===== src/rtl/id_ex_elastic.sv =====
// ID/EX pipeline register with valid/ready handshaking and an optional skid entry.
// The main entry drives EX; the skid entry absorbs one extra instruction so in_ready can be registered.
module id_ex_elastic #(
    parameter int DATA_W  = 32,
    parameter int REG_W   = 5,
    parameter int SKID_EN = 1
) (
    input  logic              clk,
    input  logic              reset,
    input  logic              in_valid,
    output logic              in_ready,
    input  logic              flush,
    input  logic [7:0]        CtrlSig,
    input  logic [DATA_W-1:0] data1in,
    input  logic [DATA_W-1:0] data2in,
    input  logic [DATA_W-1:0] extendedin,
    input  logic [REG_W-1:0]  rs_ID,
    input  logic [REG_W-1:0]  rt_ID,
    input  logic [REG_W-1:0]  rd_ID,
    output logic              out_valid,
    input  logic              out_ready,
    output logic [1:0]        WBSig,
    output logic [1:0]        MSig,
    output logic              RegDst,
    output logic [1:0]        ALUOp,
    output logic              ALUSrc,
    output logic [DATA_W-1:0] data1out,
    output logic [DATA_W-1:0] data2out,
    output logic [DATA_W-1:0] extendedout,
    output logic [REG_W-1:0]  rs_EX,
    output logic [REG_W-1:0]  rt_EX,
    output logic [REG_W-1:0]  rd_EX,
    output logic [1:0]        occupancy
);

    localparam bit HAS_SKID = (SKID_EN != 0);

    typedef struct packed {
        logic [7:0]        ctrl;
        logic [DATA_W-1:0] d1;
        logic [DATA_W-1:0] d2;
        logic [DATA_W-1:0] ext;
        logic [REG_W-1:0]  rs;
        logic [REG_W-1:0]  rt;
        logic [REG_W-1:0]  rd;
    } entry_t;

    entry_t     m_q, m_n, s_q, s_n, in_e;
    logic       m_valid, m_valid_n;
    logic       s_valid, s_valid_n;
    logic       accept, retire;
    logic [1:0] occ_q;

    // Without a skid entry the stage can only accept when M is empty or draining this cycle.
    generate
        if (HAS_SKID) begin : g_skid_ready
            assign in_ready = !s_valid;
        end else begin : g_direct_ready
            assign in_ready = !m_valid || out_ready;
        end
    endgenerate

    assign accept = in_valid && in_ready;
    assign retire = m_valid && out_ready;

    assign in_e = '{ctrl: CtrlSig, d1: data1in, d2: data2in, ext: extendedin,
                    rs: rs_ID, rt: rt_ID, rd: rd_ID};

    // Next-state: M refills from S first so order is kept; S takes the input only when M stays occupied.
    always_comb begin
        m_n       = m_q;
        s_n       = s_q;
        m_valid_n = m_valid;
        s_valid_n = s_valid;
        if (flush) begin
            m_valid_n = 1'b0;
            s_valid_n = 1'b0;
        end else if (!m_valid || retire) begin
            if (s_valid) begin
                m_n       = s_q;
                m_valid_n = 1'b1;
                if (accept) begin
                    s_n       = in_e;
                    s_valid_n = 1'b1;
                end else begin
                    s_valid_n = 1'b0;
                end
            end else if (accept) begin
                m_n       = in_e;
                m_valid_n = 1'b1;
            end else begin
                m_valid_n = 1'b0;
            end
        end else if (HAS_SKID && accept) begin
            s_n       = in_e;
            s_valid_n = 1'b1;
        end
    end

    always_ff @(posedge clk) begin
        if (reset) begin
            m_q     <= '0;
            s_q     <= '0;
            m_valid <= 1'b0;
            s_valid <= 1'b0;
            occ_q   <= 2'd0;
        end else begin
            m_q     <= m_n;
            s_q     <= s_n;
            m_valid <= m_valid_n;
            s_valid <= s_valid_n;
            occ_q   <= {1'b0, m_valid_n} + {1'b0, s_valid_n};
        end
    end

    // Control fields become a bubble whenever nothing valid is presented; data keeps its last value.
    assign out_valid   = m_valid;
    assign WBSig       = m_valid ? m_q.ctrl[7:6] : 2'b00;
    assign MSig        = m_valid ? m_q.ctrl[5:4] : 2'b00;
    assign RegDst      = m_valid ? m_q.ctrl[3]   : 1'b0;
    assign ALUOp       = m_valid ? m_q.ctrl[2:1] : 2'b00;
    assign ALUSrc      = m_valid ? m_q.ctrl[0]   : 1'b0;
    assign data1out    = m_q.d1;
    assign data2out    = m_q.d2;
    assign extendedout = m_q.ext;
    assign rs_EX       = m_q.rs;
    assign rt_EX       = m_q.rt;
    assign rd_EX       = m_q.rd;
    assign occupancy   = occ_q;

endmodule


===== config.mk =====
export PLATFORM = sky130hd
export DESIGN_NAME = id_ex_elastic
export DESIGN_NICKNAME = d
export VERILOG_FILES = /design/src/rtl/id_ex_elastic.sv
export SDC_FILE = /design/constraint.sdc
export NUM_CORES = 1
export LEC_CHECK = 0
export CORE_MARGIN = 8
export CORE_UTILIZATION = 55
export DETAILED_ROUTE_END_ITERATION = 6
export PLACE_DENSITY_LB_ADDON = 0.1
export SLEW_MARGIN = 0
export SYNTH_ARGS = -nofsm -noshare
export SYNTH_HDL_FRONTEND = slang
export SYNTH_SLANG_ARGS = --single-unit
export TNS_END_PERCENT = 20

===== constraint.sdc =====
create_clock -name clk -period 4 [get_ports clk]
set_input_delay 0.6 -clock clk [delete_from_list [all_inputs] [get_ports clk]]
set_output_delay 0.6 -clock clk [all_outputs]
set_load 0.005 [all_outputs]

# After elaboration in Yosys (flattened, before gate mapping)
# Index checks and enable logic that the tools add are counted.
[classes]
reduce_logical = 8
muxes = 18
eq_ne = 1
add_sub_neg = 1
bitwise_logic = 1
[op_table]
columns = ["operator", "count"]
rows = [
  ["119-bit two-way mux", 5],
  ["1-bit two-way mux", 10],
  ["2-bit two-way mux", 3],
  ["3-bit AND reduction", 1],
  ["1-bit by 1-bit adder with 2-bit output", 1],
  ["1-bit logical AND", 2],
  ["1-bit zero test", 2],
  ["2-bit != test (second input constant)", 1],
  ["2-bit AND reduction", 1],
  ["2-bit nonzero test", 1],
  ["1-bit logical OR", 1],
  ["1-bit inverter", 1],
]
[word_totals]
out_inout_bits = 123
in_bits = 124
ff_bits = 242
elab_cells = 46

# Depth between registers and ports, before layout
[logic_depth]
ltp_word = 7
depth_mapped = 7

# Worst setup path after synthesis
# No wires, ideal clock.
[synth_path]
path_type = "input to register"
start = "input out_ready"
end = "register s_q[100] in the netlist's numbering"
cell_stages = 6
n_path_buf = 3
setup_slack_ns = 2.214
arrival_time_ns = 1.714
required_time_ns = 3.928
setup_ns = 0.072
cell_sequence = "nand2b_1 -> buf_6 -> nor4b_4 -> buf_12 -> buf_12 -> mux2i_1"
[synth_between]
elab_chain_len = 4
elab_cells_between_ends = 5
cone_classes = "1 x eq/ne; 1 x mux; 3 x reduce/logical"
[synth_lines]
columns = ["element", "line", "text"]
rows = [
  ["from (decl)", "21", "input logic out_ready,"],
  ["1-bit logical AND *", "64", "assign retire = m_valid && out_ready;"],
  ["1-bit logical OR *", "78", "end else if (!m_valid || retire) begin"],
  ["2-bit != test (no line)", "-", ""],
  ["2-bit AND reduction (no line)", "-", ""],
  ["to (signal assigned)", "109", "s_q <= s_n;"],
  ["to (decl)", "48", "entry_t m_q, m_n, s_q, s_n, in_e;"],
]
# Mark *: on every way between the ends. The rest lies on a longest branch, timed or not.
# A chain may end at the register's enable or synchronous reset.

# Worst setup path in the final report
[layout_path]
start = "register s_valid"
end = "output in_ready"
[layout_between]
elab_chain_len = 1
[layout_lines]
columns = ["element", "line", "text"]
rows = [
  ["from (decl)", "50", "logic s_valid, s_valid_n;"],
  ["from (signal assigned)", "111", "s_valid <= s_valid_n;"],
  ["1-bit zero test", "57", "assign in_ready = !s_valid;"],
  ["to (decl)", "11", "output logic in_ready,"],
]
# No other way between the ends.

==> flow_summary.yaml <==
yosys:
  synth_area_um2: 11800
  synth_fa_ha_area_share_pct: 0.106
  synth_compound_gate_area_share_pct: 12.7
  ys_seq_area_share_pct: 40.9
  synth_warnings: 0
  synth_top_family_by_area: "multiplexers"
  yosys.area_share.simple_pct: 13.6
  synth_mux_area_share_pct: 20.1
  synth_xor_area_share_pct: 0
  avgSynthCellArea_um2: 9.90
  ys_ff_latch: 242
  synthCells: 1196
  ys_types: 20
  syn_nets: 1321
grt:
  grt_max_degree: 175
  grt_pass1_vias: 8406
  antenna_found_initial: 2
  grt-ovfl-total: 0
  grt_pass1_wl_um: 44800
  track_usage_pct: 20.3
timing:
  setup_tns_ns: 0
  worst_pin_slew_ns: 0.969
  setup_viol: 0
  min_period_ns: 2.53
  finClkSkew_ns: 0.0109
  fin_crit_sh_pct: 63.2
  hold_violations: 0
  clock.fmax_mhz: 396
  slew_headroom_pct: 35.4
  rsz0062_at_grt: "no"
  drv_slew: 0
layout:
  nets: 1391
  final.fill_count: 1696
  drive_gt1_share_pct: 4.52
  syn2layout_area_growth_pct: 19.8
drt:
  viasPerCell: 5.36
  wl_per_cell_um: 18.0
  drt_iter0_drc: 404
  drtAntennaViolNets: 0
  drt-total-wl_um: 28100
  vias: 8355
  drc: 0
  firstDrtPassIters: 4
critical_path:
  critical_path_arrival_ns: 1.93
  regToRegEndpoint: "extendedout[16]"
  rrSetupSlack_ns: 1.65
  reg2reg_from: "s_valid"
  r2r_cells: 4
  endpoint_kind: "output port"
  cp.required_ns: 3.40
  start_kind: "register"
  crit_start: "s_valid"
  crit_type: "reg2out"
  endpoint: "in_ready"
  crit_path_max_fanout: 44
floorplan:
  core_area_um2: 21100
  die_h_um: 163
  dieArea_um2: 26500
  die_w_um: 163
  rows: 53
  initial_core_util_pct: 56.1
  pin_count: 247
clock_network:
  cts-root-buf: "clkbuf_16"
  cts_num_sinks: 242
  cts_buffer_depth: 3
  cts_tree: "built"
  cts.clk_slew.worst_paths_ns: 0.06
  cts_hold_buf: 0
  clkLatencyLatePin_ns: 0.52
  numCtsBuffers: 26
  cts_htree_levels: 1
  cts_setup_buffers: 0
  cts_resized: 0
run_status:
  status: "complete, no violations"
place:
  dp_hpwl_um: 17600
  portBuffers: 246
  gp_congestion: 0.735
pwr:
  p_total_mw: 5.52
  vdd_drop_max_uv: 256
  p_leak_nw: 4.59
  power.density_nw_per_um2: 389
flow_run:
  maxCapViolations: 0
hold_path:
  hold_path.class: "reg2reg"
[layout by cell type, fill, tap and decap left out, drive strengths merged]
cell / netlist / layout
nand2b: 239 / 239
mux2i: 238 / 238
o21ba: 1 / 1
or2: 1 / 1
clkbuf: 65 / 42
dfxtp: 242 / 242
ha: 1 / 1
nor2: 2 / 2
and2: 9 / 9
nor2b: 3 / 3
clkinv: 0 / 5
a211oi: 119 / 119
diode: 0 / 1
a21oi: 120 / 120
clkdlybuf4s50: 0 / 245
inv: 1 / 1
nor4b: 1 / 1
buf: 153 / 14
nor3: 1 / 1
[how the worst min path moves through the flow]
stage,startpoint,to,slack (ns),depth (start not counted)
2_1_floorplan,s_q[0],s_q[0],0.45,2
3_3_place_gp,s_q[16],s_q[16],0.46,2
3_5_place_dp,s_q[105],s_q[105],0.46,2
4_1_cts,s_q[24],s_q[24],0.47,2
5_1_grt,s_q[63],s_q[63],0.49,2
6_report,s_q[48],s_q[48],0.47,2
[report_power, final]
part	switching, mW	leakage, nW	internal, mW
clock	0.949	0.399	1.33
combinational	0.284	2.22	0.396
sequential	0.0576	1.97	2.50
[state kept, by name, summed over array words and instances, names as in the netlist, 2 cells and up]
name and flops:
data2out 32, rs_EX 5, data1out 32, extendedout 32, m_q 8, occupancy 2, rd_EX 5, s_q 119
rt_EX 5
[worst max-delay path, cell delays in order (launching register included)]
cell and delay [ns]:
dfxtp_4 0.88, inv_2 0.04, clkdlybuf4s50_1 0.46
[Yosys cell counts]
library cell	count	area share, %
dfxtp_1	242	41
nand2b_1	239	13
mux2i_1	238	20
a21oi_1	120	5.1
a211oi_1	119	7.5
buf_4	111	7.0
clkbuf_1	65	2.1
buf_2	24	1.0
buf_12	12	2.0
and2_1	9	0.48
buf_1	4	0.13
nor2b_1	3	0.16
buf_6	2	0.19
nor2_1	2	0.063
ha_1	1	0.11
inv_2	1	0.032
nor3_1	1	0.042
nor4b_4	1	0.20
o21ba_2	1	0.085
or2_1	1	0.053
[layout make-up]
type / instances / area (µm²) / area share, %
clock inverters: 5 / 25.0 / 0.177
diodes: 1 / 2.50 / 0.0177
inverters: 1 / 3.75 / 0.0265
flip-flops and latches: 242 / 4850 / 34.2
multi-input cells: 735 / 5530 / 39.0
clock buffers: 41 / 778 / 5.49
well taps: 275 / 344 / 2.43
repair buffers: 260 / 2650 / 18.7
[layer usage]
layer  share of wire [%]  vias up  track usage [%]
li1                    -     4175                -
met4                 1.8        2             5.59
met1                  45     3951             26.7
met5               0.046        -                0
met2                  46      193             32.3
met3                 6.9       34             5.38
[through the flow]
stage / setup WS (ns) / util [%] / cell area, µm² / std cells / hold WS, ns
6_report: 1.47 / 67.2 / 14200 / 1560 / 0.471
3_5_place_dp: 1.07 / 63.4 / 13400 / 1513 / 0.462
3_3_place_gp: 1.16 / 63.4 / 13400 / 1513 / 0.457
5_1_grt: 1.37 / 67.2 / 14200 / 1560 / 0.485
4_1_cts: 1.43 / 67.2 / 14200 / 1559 / 0.474
2_1_floorplan: 2.21 / - / 11800 / 1196 / 0.448
[cells by family (layout without fill, tap and decap cells)]
| logic type | after synthesis | count (layout) |
|---|---|---|
| AOI/OAI and AO/OA | 240 | 240 |
| adders and majority gates | 1 | 1 |
| buffers and inverters | 219 | 307 |
| DFF | 242 | 242 |
| muxes | 238 | 238 |
| other | 0 | 1 |
| and+or+nand+nor | 256 | 256 |
No activity file was read; power rests on OpenSTA's default activity.
